`src/rtl/chunked_addsub_pkg.sv`:
```
// chunked_addsub_pkg: shared state encoding, opcode values and sizing helper
package chunked_addsub_pkg;

    typedef enum logic {IDLE, RUN} state_t;

    localparam logic OP_ADD = 1'b0;
    localparam logic OP_SUB = 1'b1;

    function automatic int clog2(input int v);
        int r;
        r = 0;
        while ((1 << r) < v) r++;
        return r;
    endfunction

endpackage

```
`src/rtl/chunked_addsub_if.sv`:
```
// chunked_addsub_if: request/result bundle of the chunked adder/subtractor
//   master drives start/op_sub/A/B/Cin and observes busy/done/Sum/Cout/Ovf/Zero/Neg
//   slave is the datapath side
interface chunked_addsub_if #(parameter int N = 32);

    logic         start;
    logic         op_sub;
    logic [N-1:0] A;
    logic [N-1:0] B;
    logic         Cin;
    logic         busy;
    logic         done;
    logic [N-1:0] Sum;
    logic         Cout;
    logic         Ovf;
    logic         Zero;
    logic         Neg;

    modport master (output start, op_sub, A, B, Cin,
                    input  busy, done, Sum, Cout, Ovf, Zero, Neg);
    modport slave  (input  start, op_sub, A, B, Cin,
                    output busy, done, Sum, Cout, Ovf, Zero, Neg);

endinterface

```
`src/rtl/chunked_addsub_chunk_rca.sv`:
```
// chunk_rca: combinational W-bit ripple-carry adder slice
//   a, b  : addends          cin  : carry in
//   sum   : W-bit result     cout : carry out of bit W-1
//   cmsb  : carry into bit W-1 (for signed overflow detection)
module chunk_rca #(
    parameter int W = 8
) (
    input  logic [W-1:0] a,
    input  logic [W-1:0] b,
    input  logic         cin,
    output logic [W-1:0] sum,
    output logic         cout,
    output logic         cmsb
);

    logic [W:0] w_c;

    always_comb begin
        w_c    = '0;
        sum    = '0;
        w_c[0] = cin;
        for (int i = 0; i < W; i++) begin
            sum[i]   = a[i] ^ b[i] ^ w_c[i];
            w_c[i+1] = (a[i] & b[i]) | (w_c[i] & (a[i] ^ b[i]));
        end
    end

    assign cout = w_c[W];
    assign cmsb = w_c[W-1];

endmodule

```
`src/rtl/chunked_addsub.sv`:
```
// chunked_addsub: multi-cycle N-bit add/sub computed W bits per clock, LSB chunk first
//   clk   : rising-edge clock
//   rst_n : asynchronous active-low reset
//   bus   : slave side of chunked_addsub_if (start/op_sub/A/B/Cin in,
//           busy/done/Sum/Cout/Ovf/Zero/Neg out)
module chunked_addsub
    import chunked_addsub_pkg::*;
#(
    parameter int N = 32,
    parameter int W = 8
) (
    input  logic               clk,
    input  logic               rst_n,
    chunked_addsub_if.slave    bus
);

    localparam int K  = N / W;
    localparam int CW = (clog2(K) > 1) ? clog2(K) : 1;

    state_t         r_state;
    logic [CW-1:0]  r_cnt;
    logic [N-1:0]   r_a;
    logic [N-1:0]   r_b;
    logic           r_c;
    logic [N-1:0]   r_shadow;
    logic           r_busy;
    logic           r_done;
    logic [N-1:0]   r_sum;
    logic           r_cout;
    logic           r_ovf;
    logic           r_zero;
    logic           r_neg;

    logic [31:0]    w_base;
    logic [W-1:0]   w_sum;
    logic           w_cout;
    logic           w_cmsb;
    logic [N-1:0]   w_full;

    assign w_base = 32'(r_cnt) * 32'(W);

    chunk_rca #(.W(W)) u_rca (
        .a    (r_a[w_base +: W]),
        .b    (r_b[w_base +: W]),
        .cin  (r_c),
        .sum  (w_sum),
        .cout (w_cout),
        .cmsb (w_cmsb)
    );

    // Shadow with the current chunk merged in; on the last chunk this is the full result.
    always_comb begin
        w_full = r_shadow;
        w_full[w_base +: W] = w_sum;
    end

    always_ff @(posedge clk or negedge rst_n) begin
        if (!rst_n) begin
            r_state  <= IDLE;
            r_cnt    <= '0;
            r_a      <= '0;
            r_b      <= '0;
            r_c      <= 1'b0;
            r_shadow <= '0;
            r_busy   <= 1'b0;
            r_done   <= 1'b0;
            r_sum    <= '0;
            r_cout   <= 1'b0;
            r_ovf    <= 1'b0;
            r_zero   <= 1'b0;
            r_neg    <= 1'b0;
        end else begin
            r_done <= 1'b0;
            if (r_state == IDLE) begin
                if (bus.start) begin
                    r_a     <= bus.A;
                    // Subtraction is A + ~B + 1, so B is inverted once at latch time.
                    r_b     <= (bus.op_sub == OP_SUB) ? ~bus.B : bus.B;
                    r_c     <= (bus.op_sub == OP_ADD) ? bus.Cin : 1'b1;
                    r_cnt   <= '0;
                    r_busy  <= 1'b1;
                    r_state <= RUN;
                end
            end else begin
                r_shadow <= w_full;
                r_c      <= w_cout;
                r_cnt    <= r_cnt + CW'(1);
                if (r_cnt == CW'(K - 1)) begin
                    r_state <= IDLE;
                    r_busy  <= 1'b0;
                    r_done  <= 1'b1;
                    r_sum   <= w_full;
                    r_cout  <= w_cout;
                    r_ovf   <= w_cmsb ^ w_cout;
                    r_zero  <= (w_full == '0);
                    r_neg   <= w_full[N-1];
                end
            end
        end
    end

    assign bus.busy = r_busy;
    assign bus.done = r_done;
    assign bus.Sum  = r_sum;
    assign bus.Cout = r_cout;
    assign bus.Ovf  = r_ovf;
    assign bus.Zero = r_zero;
    assign bus.Neg  = r_neg;

endmodule
```
`src/flat_wrapper.sv`:
```
// flat-port wrapper written by rule: the top's interface ports become plain ports
module chunked_addsub_flat import chunked_addsub_pkg::*;
#(
    parameter int N = 32,
    parameter int W = 8
)
  (clk, rst_n, bus_start, bus_op_sub, bus_A, bus_B, bus_Cin, bus_busy, bus_done, bus_Sum, bus_Cout, bus_Ovf, bus_Zero, bus_Neg);
  chunked_addsub_if #(.N(N)) bus_i ();
  input  logic clk;
  input  logic rst_n;
  input wire logic [$bits(bus_i.start)-1:0] bus_start;
  input wire logic [$bits(bus_i.op_sub)-1:0] bus_op_sub;
  input wire logic [$bits(bus_i.A)-1:0] bus_A;
  input wire logic [$bits(bus_i.B)-1:0] bus_B;
  input wire logic [$bits(bus_i.Cin)-1:0] bus_Cin;
  output wire logic [$bits(bus_i.busy)-1:0] bus_busy;
  output wire logic [$bits(bus_i.done)-1:0] bus_done;
  output wire logic [$bits(bus_i.Sum)-1:0] bus_Sum;
  output wire logic [$bits(bus_i.Cout)-1:0] bus_Cout;
  output wire logic [$bits(bus_i.Ovf)-1:0] bus_Ovf;
  output wire logic [$bits(bus_i.Zero)-1:0] bus_Zero;
  output wire logic [$bits(bus_i.Neg)-1:0] bus_Neg;
  assign bus_i.start = bus_start;
  assign bus_i.op_sub = bus_op_sub;
  assign bus_i.A = bus_A;
  assign bus_i.B = bus_B;
  assign bus_i.Cin = bus_Cin;
  assign bus_busy = bus_i.busy;
  assign bus_done = bus_i.done;
  assign bus_Sum = bus_i.Sum;
  assign bus_Cout = bus_i.Cout;
  assign bus_Ovf = bus_i.Ovf;
  assign bus_Zero = bus_i.Zero;
  assign bus_Neg = bus_i.Neg;
  chunked_addsub #(.N(N), .W(W)) u_core (.clk(clk), .rst_n(rst_n), .bus(bus_i));
endmodule
```
`config.mk`:
```
export PLATFORM = sky130hd
export DESIGN_NAME = chunked_addsub_flat
export DESIGN_NICKNAME = d
export VERILOG_FILES = /design/src/rtl/chunked_addsub_pkg.sv /design/src/rtl/chunked_addsub_if.sv /design/src/rtl/chunked_addsub_chunk_rca.sv /design/src/rtl/chunked_addsub.sv /design/src/flat_wrapper.sv
export SDC_FILE = /design/constraint.sdc
export NUM_CORES = 1
export LEC_CHECK = 0
export ABC_AREA = 0
export ABC_CLOCK_PERIOD_IN_PS = 6800
export CAP_MARGIN = 20
export CELL_PAD_IN_SITES_DETAIL_PLACEMENT = 0
export CELL_PAD_IN_SITES_GLOBAL_PLACEMENT = 1
export CORE_AREA = 4 4 152 154
export CTS_CLUSTER_SIZE = 30
export DETAILED_ROUTE_END_ITERATION = 6
export DIE_AREA = 0 0 156 158
export PLACE_DENSITY = 0.63
export SYNTH_ARGS = -nofsm -noshare
export SYNTH_HDL_FRONTEND = slang
export SYNTH_HIERARCHICAL = 1
export SYNTH_SLANG_ARGS = --single-unit
export TNS_END_PERCENT = 30
```
`constraint.sdc`:
```
create_clock -name clk -period 6.8 [get_ports clk]
set_input_delay 2.04 -clock clk [delete_from_list [all_inputs] [get_ports clk]]
set_output_delay 2.04 -clock clk [all_outputs]
set_load 0.01 [all_outputs]
```
Word level (Yosys, flattened, before mapping)
Cells that the tools add are included.

word-level totals
  register bits = 138
  input bits = 69
  output and inout port bits = 38
  logic and storage cells = 84

operators by class
  $add $sub $neg = 2
  equality and inequality tests = 2
  shifts and indexed selects = 4
  multiplexer cells = 15
  bitwise gates (word level) = 43
  reductions and logical operators = 5

operators with widths
  kind                                                   count
  indexed part select 32 x 6 -> 8 bit                    2
  negation 5 -> 34 bit                                   1
  variable shift 8 x 34 -> 32 bit, first input constant  1
  indexed part select 8 x 34 -> 32 bit                   1
  bitwise mux 32 bit                                     1
  logical NOT 32 bit                                     1
  two-way mux 32 bit                                     1
  NOT 32 bit                                             1
  bitwise XOR 1 bit                                      17
  bitwise AND 1 bit                                      16
  two-way mux 1 bit                                      11
  bitwise OR 1 bit                                       8
  AND reduction 2 bit                                    3
  two-way mux 2 bit                                      2
  adder 2 x 1 -> 2 bit, second input constant            1
  equality test 2 bit, second input constant             1
  != test 2 bit, second input constant                   1
  nonzero test 2 bit                                     1
  NOT 1 bit                                              1

Longest topological paths before layout
Gate-level depths: netlist of the first run.

  depth after elaboration = 20
  mapped depth = 19
  gate-level depth less buffers = 17

Cells and area by module
Netlist of the first run, hierarchy kept.

by module, submodules not included
  module          times used  cells an instance  area an instance (um^2)
  chunked_addsub  1           541                6218.5
  chunk_rca       1           18                 197.7

Least setup slack after synthesis of the first run
OpenSTA, ideal clock, no wires.

  path type = flip-flop to flip-flop
  start point = register u_core.r_cnt[0]
  end point = register u_core.r_zero (netlist: u_core/bus.Zero)
  library setup time = 0.076 ns
  data arrival time = 5.558 ns
  required time = 6.724 ns
  slack = 1.165 ns
  cell stages (with the launch flop) = 18
  period minus slack after synthesis = 5.635 ns
  cells stage by stage = dfrtp_1 > buf_1 > buf_2 > mux4_2 > fa_1 > inv_1 > fa_1 > inv_1 > fa_1 > fa_1 > fa_1 > fa_1 > buf_6 > or3_1 > or4_4 > a2111oi_4 > o2111ai_1 > o21ai_1

RTL lines
  element                                                 line                                        RTL
  start: declaration                                      chunked_addsub.sv:21                        logic [CW-1:0] r_cnt;
  start signal: assignment                                chunked_addsub.sv:87                        r_cnt <= r_cnt + CW'(1);
  indexed part select 32 x 6 -> 8 bit (on tied branches)  chunked_addsub.sv:43, chunked_addsub.sv:44
  bitwise XOR 1 bit                                       chunked_addsub_chunk_rca.sv:24              w_c[i+1] = (a[i] & b[i]) | (w_c[i] & (a[i] ^ b[i]));
  bitwise AND 1 bit                                       chunked_addsub_chunk_rca.sv:24
  bitwise OR 1 bit                                        chunked_addsub_chunk_rca.sv:24
  bitwise AND 1 bit                                       chunked_addsub_chunk_rca.sv:24
  bitwise OR 1 bit                                        chunked_addsub_chunk_rca.sv:24
  bitwise AND 1 bit                                       chunked_addsub_chunk_rca.sv:24
  bitwise OR 1 bit                                        chunked_addsub_chunk_rca.sv:24
  bitwise AND 1 bit                                       chunked_addsub_chunk_rca.sv:24
  bitwise OR 1 bit                                        chunked_addsub_chunk_rca.sv:24
  bitwise AND 1 bit                                       chunked_addsub_chunk_rca.sv:24
  bitwise OR 1 bit                                        chunked_addsub_chunk_rca.sv:24
  bitwise XOR 1 bit (*)                                   chunked_addsub_chunk_rca.sv:23              sum[i] = a[i] ^ b[i] ^ w_c[i];
  via u_core.w_sum[5]                                     chunked_addsub.sv:35                        logic [W-1:0] w_sum;
  indexed part select 8 x 34 -> 32 bit (*)                chunked_addsub.sv:54                        w_full[w_base +: W] = w_sum;
  bitwise mux 32 bit (*)                                  chunked_addsub.sv:54
  logical NOT 32 bit (*)                                  chunked_addsub.sv:95                        r_zero <= (w_full == '0);
  end signal: assignment                                  chunked_addsub.sv:95
  end: declaration                                        chunked_addsub.sv:31                        logic r_zero;

The timed path passes the listed nets; every way through them passes the cells marked *.
A chain may end at the register's enable or synchronous reset.

Final worst setup path of the first run
  start point = register u_core.r_cnt[0]
  end point = register u_core.r_zero (netlist: u_core/bus.Zero)

on the way
  word-level cells in the longest chain between the ends = 20

ends and longest elaborated chain
  element                                                 line                                        RTL
  indexed part select 32 x 6 -> 8 bit (on tied branches)  chunked_addsub.sv:43, chunked_addsub.sv:44
  bitwise XOR 1 bit                                       chunked_addsub_chunk_rca.sv:24
  bitwise AND 1 bit                                       chunked_addsub_chunk_rca.sv:24
  bitwise OR 1 bit                                        chunked_addsub_chunk_rca.sv:24
  bitwise AND 1 bit                                       chunked_addsub_chunk_rca.sv:24
  bitwise OR 1 bit                                        chunked_addsub_chunk_rca.sv:24
  bitwise AND 1 bit                                       chunked_addsub_chunk_rca.sv:24
  bitwise OR 1 bit                                        chunked_addsub_chunk_rca.sv:24
  [... 6 more ...]                                        -
  bitwise AND 1 bit                                       chunked_addsub_chunk_rca.sv:24
  bitwise OR 1 bit (*)                                    chunked_addsub_chunk_rca.sv:24
  via u_core.w_cmsb                                       chunked_addsub.sv:37                        logic w_cmsb;
  bitwise XOR 1 bit (*)                                   chunked_addsub_chunk_rca.sv:23
  via u_core.w_sum[7]                                     chunked_addsub.sv:35
  indexed part select 8 x 34 -> 32 bit (*)                chunked_addsub.sv:54
  bitwise mux 32 bit (*)                                  chunked_addsub.sv:54
  logical NOT 32 bit (*)                                  chunked_addsub.sv:95

Marked as above.

==> results of run 1 <==
registers in the layout (all words and copies together), names as in the netlist:
| name | flops |
|---|---|
| u_core/r_state | 1 |
| u_core/r_a | 32 |
| u_core/r_cnt | 2 |
| u_core/r_c | 1 |
| u_core/bus.busy | 1 |
| u_core/r_b | 32 |
| u_core/bus.Sum | 32 |
| u_core/bus.Ovf | 1 |
| u_core/bus.Cout | 1 |
| u_core/bus.Zero | 1 |
| u_core/bus.done | 1 |
| u_core/r_shadow | 32 |
final timing paths:
path                                  from             endpoint  slack [ns]  cells past startpoint
setup / recovery           u_core/r_cnt[0]      u_core/bus.Zero        1.23                     17
hold / removal               u_core/r_b[0]        u_core/r_b[0]        0.48                      2
setup reg to reg           u_core/r_cnt[0]      u_core/bus.Zero        1.23                     17
hold reg to reg              u_core/r_b[0]        u_core/r_b[0]        0.48                      2
max in group asynchronous            rst_n  u_core/r_shadow[13]        3.90                      2
min in group asynchronous            rst_n    u_core/bus.Sum[8]        1.65                      1
worst register-to-register path, delay by kind of cell (launching register included):
| family | cells | cell delay [ns] |
|---|---|---|
| simple gates | 2 | 0.52 |
| fa+ha+maj | 8 | 2.92 |
| buf+inv | 4 | 0.27 |
| compound gates | 2 | 0.53 |
| mux | 1 | 0.60 |
| flops | 1 | 0.62 |
cell usage in the layout (no fill, tap or decap), types with 2 or more instances in the layout:
| cell | n |
|---|---|
| fa_1 | 8 |
| nor4_1 | 6 |
| dfrtp_1 | 137 |
| buf_4 | 4 |
| mux2_2 | 33 |
| a221oi_1 | 29 |
| clkbuf_8 | 2 |
| nand3_1 | 5 |
| nand2_1 | 52 |
| o21ai_0 | 46 |
| nor2b_1 | 2 |
| nor2_1 | 66 |
| ha_1 | 6 |
| inv_1 | 17 |
| bufinv_16 | 6 |
| a21oi_1 | 8 |
| and2_1 | 3 |
| a22o_1 | 23 |
| nor3_1 | 3 |
| xnor2_1 | 33 |
| mux4_2 | 16 |
| and4_1 | 2 |
| a32o_1 | 3 |
| clkinv_4 | 2 |
| clkdlybuf4s50_1 | 104 |
| clkbuf_16 | 17 |
| clkinv_2 | 3 |
power by group:
group / switching [mW] / internal (mW) / leakage [nW]
sequential: 0.256 / 1.19 / 1.71
clock: 0.343 / 0.706 / 0.330
combinational: 1.47 / 1.02 / 1.49
total: 2.07 / 2.91 / 3.53
layer usage:
layer | vias up | GRT usage
met5 | - | 0
met4 | 0 | 0.0288
met3 | 14 | 0.0413
met2 | 146 | 0.218
met1 | 2314 | 0.188
li1 | 2154 | -
area by class of cell:
| type | count | area, um2 | share of cell area |
|---|---|---|---|
| repair buffers | 112 | 1110 | 0.133 |
| inverters | 18 | 67.6 | 0.00807 |
| clock buffers | 20 | 457 | 0.0545 |
| multi-input cells | 360 | 2740 | 0.327 |
| clock inverters | 12 | 220 | 0.0263 |
| flip-flops and latches | 137 | 3430 | 0.409 |
| well taps | 280 | 350 | 0.0418 |
per-stage QoR:
| step | worst slack (ns) | power (mW) | instance area [um2] | std cells | utilization |
|---|---|---|---|---|---|
| after floorplan | 1.17 | 3.04 | 6420 | 559 | - |
| after global placement | 1.38 | 3.88 | 7680 | 905 | 0.354 |
| after detailed placement | 1.27 | 3.96 | 7680 | 905 | 0.354 |
| after CTS | 1.23 | 5.02 | 8350 | 937 | 0.385 |
| after global routing | 0.951 | 5.33 | 8380 | 939 | 0.386 |
| final | 1.23 | 4.98 | 8380 | 939 | 0.386 |
cell families after synthesis:
group           count (synthesis)
xor+xnor                       33
mux                            50
buf+inv                        62
simple gates                  147
fa+ha+maj                      14
compound gates                116
flops                         137
==> flow_metrics.env, run 1 <==
export IMPL_outcome="finished clean"
export IMPL_finalCritPeriodShare=0.819
export IMPL_finalCriticalPeriod_ns=5.57
export IMPL_synth_xor_area_frac=0.0450
export IMPL_end_kind="flop"
export IMPL_synthArstFlopShare=1.00
export IMPL_synth_seq_cells=137
export IMPL_cts_sinks=137
export IMPL_yosysTopAreaCellShare=0.534
export IMPL_area_delta_synth_final_pct=30.5
export IMPL_first_pass_iters=7
export IMPL_synth_net_count=642
export IMPL_synthTopCellsByCount="dfrtp_1 (137), nor2_1 (66), nand2_1 (52)"
export IMPL_die_height_um=158
export IMPL_critPathArrivalTime_ns=5.91
export IMPL_syn_area_per_cell_um2=11.5
export IMPL_via_count=4628
export IMPL_cts_tree="yes"
export IMPL_grt_max_degree=98
export IMPL_die_area_um2=24600
export IMPL_cap_violations=0
export IMPL_cp_num_buf_inv=4
export IMPL_crit_type="reg -> reg"
export IMPL_finalNetCount=729
export IMPL_first_global_vias=4840
export IMPL_grt_usage=0.138
export IMPL_tightestPinTransition_ns=0.962
export IMPL_io_pins=107
export IMPL_hold_viol=0
export IMPL_row_count=54
export IMPL_synth_compound_area_share=0.130
export IMPL_slew_violations=0
export IMPL_hpwl_um=11700
export IMPL_fp_coreArea_um2=21700
export IMPL_max_stage_delay_ns=0.64
export IMPL_first_iter_violations=347
export IMPL_max_clock_freq_mhz=180
export IMPL_drive_gt1_frac=0.144
export IMPL_cp_top_family="adder cells"
export IMPL_ctsResizeCount=0
export IMPL_clock_root_buffer="clkbuf_16"
export IMPL_port_buffers=106
export IMPL_cts_htree_levels=4
export IMPL_max_slew_margin=0.359
export IMPL_crit_chain="mux4_2 -> fa_1 -> inv_1 -> fa_1 -> inv_1 -> fa_1 -> fa_1 -> fa_1 -> fa_1 -> inv_1 -> fa_1 -> inv_1 -> fa_1 -> or2_2 -> a2111oi_0 -> nand4_1 -> o21ai_1"
export IMPL_m1WireLength_um=7540
export IMPL_synthMuxAreaShare=0.116
export IMPL_fin_hold_ws_ns=0.478
export IMPL_clockBufferDepth=2
export IMPL_antenna_found_initial=0
export IMPL_overflow=0
export IMPL_crit_slowest_cell="fa_1"
export IMPL_ant_nets=0
export IMPL_ys_warn_count=6
export IMPL_fillers=2095
export IMPL_critPathLaunchType="flop"
export IMPL_routedWlPerCell_um=17.4
export IMPL_dieWidth_um=156
export IMPL_wl_met2_um=7680
export IMPL_initial_core_util=0.296
export IMPL_dr_wl_met3_um=955
export IMPL_postCtsSetupBuffers=0
export IMPL_drc=0
export IMPL_postCtsHoldBufs=0
export IMPL_synth_area_leaders="dfrtp_1 (53%), mux2_2 (5.8%), mux4_2 (5.6%), xnor2_1 (4.5%), a221oi_1 (4.0%)"
export IMPL_clk_latency_ns=0.42
export IMPL_rsz0062_at_grt="false"
export IMPL_avgViaCountPerCell=4.93
export IMPL_synth_edf_count=0
export IMPL_synth_most_common_cell="dfrtp_1"
export IMPL_final_setup_viol_count=0
export IMPL_fin_skew_ns=0.00795
export IMPL_required_ns=7.14
export IMPL_p_leak_nw=3.53
export IMPL_crit_top_cell="fa_1"
export IMPL_synth_top_family_by_area="compound AO/OA/AOI/OAI gates"
export IMPL_path_clk_slew_ns=0.06
export IMPL_synthAdderAreaFrac=0.0367
export IMPL_yosys_area_top_type="dfrtp_1"
export IMPL_top_layer="met4"
export IMPL_hold_class="reg -> reg"
export IMPL_cts_buffers=17
export IMPL_vdd_drop_max_mv=0.370
export IMPL_tns_ns=0
export IMPL_yosysSeqAreaShare=0.534
export IMPL_ys_types=42
export IMPL_powerDensity_nw_per_um2=595
export IMPL_wl_um=16300
export IMPL_gp_congestion=0.766
export IMPL_synthCells=559
export IMPL_cp_max_fo=11
export IMPL_synth_area_um2=6420
export IMPL_n_antenna_cell=0
export IMPL_yosys_most_used_dff="dfrtp_1"
export IMPL_yosys_area_share_simple=0.0993
export IMPL_grt_pass1_wl_um=26500
Note: power is estimated with default switching activity, not from simulation.
==> inputs of run 2 (changes only) <==
--- a/config.mk
+++ b/config.mk
@@ -6,7 +6,7 @@
 export NUM_CORES = 1
 export LEC_CHECK = 0
 export ABC_AREA = 0
-export ABC_CLOCK_PERIOD_IN_PS = 6800
+export ABC_CLOCK_PERIOD_IN_PS = 4550
 export CAP_MARGIN = 20
 export CELL_PAD_IN_SITES_DETAIL_PLACEMENT = 0
 export CELL_PAD_IN_SITES_GLOBAL_PLACEMENT = 1
@@ -14,7 +14,7 @@
 export CTS_CLUSTER_SIZE = 30
 export DETAILED_ROUTE_END_ITERATION = 6
 export DIE_AREA = 0 0 156 158
-export PLACE_DENSITY = 0.63
+export PLACE_DENSITY = 0.65
 export SYNTH_ARGS = -nofsm -noshare
 export SYNTH_HDL_FRONTEND = slang
 export SYNTH_HIERARCHICAL = 1
==> constraint.sdc (replaced) <==
create_clock -name clk -period 4.55 [get_ports clk]
set_input_delay 1.365 -clock clk [delete_from_list [all_inputs] [get_ports clk]]
set_output_delay 1.365 -clock clk [all_outputs]
set_load 0.01 [all_outputs]
==> run 2 against run 1 <==
The flow now finishes with violations (setup timing). Clock skew rose by 0.0020 ns. Critical path type unchanged. Global-route usage fell by 0.23 points. Combinational power up 67%. Cell count up 1.4%. Critical path depth decreased by 3. Worst hold slack got worse by 0.0022 ns.
==> flow_metrics.env, run 2 (synthesized netlist as in run 1, its figures left out) <==
export IMPL_first_pass_iters=5
export IMPL_fin_skew_ns=0.00992
export IMPL_cap_violations=0
export IMPL_dieWidth_um=156
export IMPL_hold_class="reg -> reg"
export IMPL_drc=0
export IMPL_cp_top_family="adder cells"
export IMPL_p_leak_nw=3.59
export IMPL_via_count=4642
export IMPL_postLayoutCoreUtil=0.393
export IMPL_crit_chain="mux4_2 -> fa_2 -> inv_2 -> fa_1 -> inv_1 -> fa_2 -> fa_2 -> fa_2 -> fa_2 -> or3_4 -> or4_4 -> a2111oi_4 -> o2111ai_2 -> o21ai_1"
export IMPL_fin_cells=952
export IMPL_powerDensity_nw_per_um2=916
export IMPL_cts_buffers=17
export IMPL_critPathArrivalTime_ns=5.04
export IMPL_tightestPinTransition_ns=0.970
export IMPL_cp_max_fo=4
export IMPL_vdd_drop_max_mv=0.474
export IMPL_layout_commonest_cell="dfrtp_1"
export IMPL_ant_nets=0
export IMPL_slew_violations=0
export IMPL_die_height_um=158
export IMPL_gp_congestion=0.805
export IMPL_cts_htree_levels=4
export IMPL_first_iter_violations=299
export IMPL_path_clk_slew_ns=0.06
export IMPL_hpwl_um=11400
export IMPL_rsz0062_at_grt="true"
export IMPL_crit_top_cell="fa_2"
export IMPL_dpl_worst_slack_ns=-0.340
export IMPL_fp_coreArea_um2=21700
export IMPL_finalCritPeriodShare=1.03
export IMPL_max_clock_freq_mhz=213
export IMPL_cts_tree="yes"
export IMPL_n_antenna_cell=0
export IMPL_finalNetCount=742
export IMPL_avgViaCountPerCell=4.88
export IMPL_clockBufferDepth=2
export IMPL_top_layer="met4"
export IMPL_violations="setup timing"
export IMPL_io_pins=107
export IMPL_r2r_slack_ns=-0.15
export IMPL_wl_met2_um=7470
export IMPL_placed_cells=915
export IMPL_grt_usage=0.135
export IMPL_crit_type="reg -> reg"
export IMPL_dr_wl_met3_um=864
export IMPL_required_ns=4.89
export IMPL_final_setup_viol_count=1
export IMPL_outcome="finished, violations left"
export IMPL_wl_um=16100
export IMPL_max_slew_margin=0.354
export IMPL_end_kind="flop"
export IMPL_cts_sinks=137
export IMPL_grt_pass1_wl_um=26200
export IMPL_drive_gt1_frac=0.182
export IMPL_crit_slowest_cell="mux4_2"
export IMPL_clk_latency_ns=0.42
export IMPL_critPathLaunchType="flop"
export IMPL_first_global_vias=4819
export IMPL_m1WireLength_um=7630
export IMPL_finalCriticalPeriod_ns=4.70
export IMPL_worst_slack_ns=-0.149
export IMPL_die_area_um2=24600
export IMPL_hold_viol=0
export IMPL_tns_ns=-0.149
export IMPL_routedWlPerCell_um=16.9
export IMPL_final_cell_mix="dfrtp_1 (136), clkdlybuf4s50_1 (104), nor2_1 (66)"
export IMPL_grt_max_degree=98
export IMPL_antenna_found_initial=0
export IMPL_initial_core_util=0.296
export IMPL_max_stage_delay_ns=0.53
export IMPL_area_delta_synth_final_pct=32.8
export IMPL_overflow=0
export IMPL_row_count=54
export IMPL_port_buffers=106
export IMPL_cp_num_buf_inv=2
export IMPL_power_total_mw=7.81
export IMPL_clock_root_buffer="clkbuf_16"
-- run 2: cell count changes in the layout (fill, tap and decap cells not counted), sizes merged --
| cell | change |
|---|---|
| buf | +14 |
| bufinv | -2 |
| clkbuf | +5 |
| clkinv | -4 |
-- run 2: report_power, final --
group          switching (mW)  total, mW  internal, mW
combinational            2.34       4.17          1.84
sequential              0.355       2.13          1.78
clock                   0.498       1.50          1.01
-- run 2: worst register-to-register path, stage by stage (launching register included) --
cell and delay (ns):
dfrtp_2 0.41, mux4_2 0.53, fa_2 0.38, inv_2 0.06, fa_1 0.15, inv_1 0.05
fa_2 0.34, fa_2 0.38, fa_2 0.35, fa_2 0.44, or3_4 0.38, or4_4 0.51
a2111oi_4 0.36, o2111ai_2 0.14, o21ai_1 0.15
-- run 2: cell type report --
| type | count | area [um2] |
|---|---|---|
| Clock buffer | 26 | 519 |
| Clock inverter | 6 | 133 |
| Fill cell | 2072 | 13200 |
| Inverter | 18 | 67.6 |
| Multi-Input combinational cell | 360 | 2810 |
| Sequential cell | 137 | 3430 |
| Tap cell | 280 | 350 |
| Timing Repair Buffer | 125 | 1210 |
-- run 2: path summary, 6_finish.rpt --
check / start / to / cells after the start
min reg2reg: u_core/r_b[17] / u_core/r_b[17] / 2
max: u_core/r_cnt[0] / u_core/bus.Zero / 14
min: u_core/r_b[17] / u_core/r_b[17] / 2
min in group asynchronous: rst_n / u_core/bus.Sum[4] / 1
max reg2reg: u_core/r_cnt[0] / u_core/bus.Zero / 14
max in group asynchronous: rst_n / u_core/r_cnt[0] / 2
-- run 2: repair_timing --
action | in CTS | in global routing
endpoints found under the setup margin | 1 | 9
pin swaps | 10 | 9
gates resized for setup | 5 | 3
hold buffers | 0 | 0
buffers inserted | 4 | 0
-- run 2: routing by layer --
| metal | global-route usage | up-vias |
|---|---|---|
| met1 | 0.192 | 2288 |
| met3 | 0.0323 | 11 |
| met4 | 0.0392 | 0 |
| met2 | 0.208 | 168 |
| met5 | 0 | - |
| li1 | - | 2175 |
-- run 2: per-stage QoR --
stage	hold slack [ns]	area (um2)
6_report	0.476	8520
4_1_cts	0.482	8490
5_1_grt	0.501	8520
3_3_place_gp	0.459	7780
3_5_place_dp	0.469	7780
2_1_floorplan	0.445	6480
==> inputs of run 3 (changes only) <==
--- a/config.mk
+++ b/config.mk
@@ -6,7 +6,7 @@
 export NUM_CORES = 1
 export LEC_CHECK = 0
 export ABC_AREA = 0
-export ABC_CLOCK_PERIOD_IN_PS = 4550
+export ABC_CLOCK_PERIOD_IN_PS = 4100
 export CAP_MARGIN = 20
 export CELL_PAD_IN_SITES_DETAIL_PLACEMENT = 0
 export CELL_PAD_IN_SITES_GLOBAL_PLACEMENT = 1
@@ -15,6 +15,7 @@
 export DETAILED_ROUTE_END_ITERATION = 6
 export DIE_AREA = 0 0 156 158
 export PLACE_DENSITY = 0.65
+export SLEW_MARGIN = 10
 export SYNTH_ARGS = -nofsm -noshare
 export SYNTH_HDL_FRONTEND = slang
 export SYNTH_HIERARCHICAL = 1
==> constraint.sdc (replaced) <==
create_clock -name clk -period 4.1 [get_ports clk]
set_input_delay 1.23 -clock clk [delete_from_list [all_inputs] [get_ports clk]]
set_output_delay 1.23 -clock clk [all_outputs]
set_load 0.01 [all_outputs]
==> run 3 against run 2 <==
The run still ends with setup timing left. Via count rose by 0.50%. Clock power rose by 9%. Final area rose by 0.87%. First-iteration DRC count fell by 15%. Total power rose by 18%. Worst hold slack improved by 0.00093 ns. Critical path type unchanged. Largest cell class unchanged.
==> flow_metrics.env, run 3 (synthesized netlist as in run 1, its figures left out) <==
export IMPL_placed_cells=922
export IMPL_ant_nets=0
export IMPL_first_pass_iters=4
export IMPL_grt_pass1_wl_um=26300
export IMPL_required_ns=4.44
export IMPL_max_stage_delay_ns=0.54
export IMPL_worst_slack_ns=-0.683
export IMPL_finalCritPeriodShare=1.17
export IMPL_path_clk_slew_ns=0.06
export IMPL_grt_usage=0.135
export IMPL_routedWlPerCell_um=16.9
export IMPL_critPathLaunchType="flop"
export IMPL_hold_class="reg -> reg"
export IMPL_hold_viol=0
export IMPL_crit_type="reg -> reg"
export IMPL_via_count=4665
export IMPL_antenna_found_initial=1
export IMPL_place_area_um2=7840
export IMPL_crit_slowest_cell="mux4_2"
export IMPL_finalCriticalPeriod_ns=4.78
export IMPL_cts_sinks=137
export IMPL_clock_root_buffer="clkbuf_16"
export IMPL_fillers=2063
export IMPL_first_iter_violations=255
export IMPL_n_antenna_cell=0
export IMPL_final_setup_viol_count=12
export IMPL_crit_top_cell="fa_2"
export IMPL_tns_ns=-3.36
export IMPL_cp_top_family="adder cells"
export IMPL_fin_skew_ns=0.00856
export IMPL_finalNetCount=748
export IMPL_grt_max_degree=104
export IMPL_postCtsHoldBufs=0
export IMPL_first_global_vias=4817
export IMPL_powerDensity_nw_per_um2=1070
export IMPL_fin_cells=958
export IMPL_cts_buffers=17
export IMPL_cts_tree="yes"
export IMPL_clockBufferDepth=2
export IMPL_dieWidth_um=156
export IMPL_crit_chain="mux4_2 -> fa_2 -> inv_2 -> fa_2 -> inv_2 -> fa_2 -> fa_2 -> fa_2 -> fa_2 -> or3_4 -> or4_4 -> a2111oi_4 -> o2111ai_1 -> o21ai_1"
export IMPL_io_pins=107
export IMPL_row_count=54
export IMPL_port_buffers=106
export IMPL_dpl_worst_slack_ns=-0.883
export IMPL_rsz0062_at_grt="true"
export IMPL_wl_um=16200
export IMPL_critPathArrivalTime_ns=5.12
export IMPL_max_slew_margin=0.308
export IMPL_tightestPinTransition_ns=1.03
export IMPL_hpwl_um=11600
export IMPL_die_area_um2=24600
export IMPL_stdcell_area_um2=8600
export IMPL_drive_gt1_frac=0.199
export IMPL_clk_latency_ns=0.41
export IMPL_outcome="finished, violations left"
export IMPL_cts_htree_levels=4
export IMPL_p_leak_nw=3.62
export IMPL_layout_commonest_cell="dfrtp_1"
export IMPL_gp_congestion=0.812
export IMPL_drc=0
export IMPL_fp_coreArea_um2=21700
export IMPL_overflow=0
export IMPL_area_delta_synth_final_pct=34.0
export IMPL_slew_violations=0
export IMPL_avgViaCountPerCell=4.87
export IMPL_end_kind="flop"
export IMPL_final_cell_mix="dfrtp_1 (136), clkdlybuf4s50_1 (104), nor2_1 (66)"
export IMPL_initial_core_util=0.296
export IMPL_max_clock_freq_mhz=209
export IMPL_violations="setup timing"
export IMPL_cp_max_fo=5
export IMPL_die_height_um=158
export IMPL_cap_violations=0
export IMPL_cp_num_buf_inv=2
export IMPL_vdd_drop_max_mv=0.821
## run 3: changes by cell type in the layout (fill, tap and decap cells not counted), sizes merged
| cell | delta |
|---|---|
| buf | +6 |
| clkbuf | -8 |
| clkinv | +7 |
| inv | +1 |
## run 3: tightest hold or removal path, cell delays in order (launching register included)
cell and delay, ns:
dfrtp_1 0.33, nand2_1 0.05, o21ai_0 0.06
## run 3: power breakdown
part           internal [mW]  switching (mW)  leakage [nW]  total [mW]
Combinational           2.42            2.76          1.60        5.18
Clock                   1.04           0.597         0.312        1.64
Sequential              1.97           0.399          1.71        2.37
Total                   5.43            3.75          3.62        9.19
## run 3: layer usage
layer	vias up	wire length (um)	part of all wire	GRT usage
met3	17	1030	0.063	0.0361
met4	2	221	0.014	0.0363
li1	2189	-	-	-
met2	177	7620	0.47	0.209
met5	-	13	0.00080	0
met1	2280	7350	0.45	0.190
## run 3: path summary, 6_finish.rpt
kind                                  from                   to  slack [ns]  cells after the start
hold reg to reg             u_core/r_b[23]       u_core/r_b[23]        0.48                      2
max in group asynchronous            rst_n  u_core/r_shadow[24]        2.29                      2
setup reg to reg           u_core/r_cnt[0]      u_core/bus.Zero       -0.68                     14
setup / recovery           u_core/r_cnt[0]      u_core/bus.Zero       -0.68                     14
hold / removal              u_core/r_b[23]       u_core/r_b[23]        0.48                      2
min in group asynchronous            rst_n    u_core/bus.Sum[6]        0.92                      1
## run 3: layout make-up
class	count	area (um2)	share of cell area
well taps	280	350	0.0408
multi-input cells	360	2820	0.328
clock buffers	18	439	0.0511
inverters	18	67.6	0.00786
flip-flops and latches	137	3430	0.399
clock inverters	14	198	0.0230
repair buffers	131	1290	0.150
## run 3: repair_timing
action / 4_1_cts / 5_1_grt
hold endpoints to repair: 0 / 0
resized for setup: 7 / 7
setup buffers: 1 / 3
gates cloned: 0 / 0
setup endpoints to repair: 19 / 19
pin swaps: 8 / 9
## run 3: metrics by stage
stage | total power [mW] | utilization | hold WS [ns]
floorplan | 5.33 | - | 0.445
global placement | 6.98 | 0.361 | 0.457
detailed placement | 7.11 | 0.362 | 0.470
CTS | 8.85 | 0.392 | 0.484
global route | 9.79 | 0.396 | 0.502
finish | 9.19 | 0.396 | 0.477
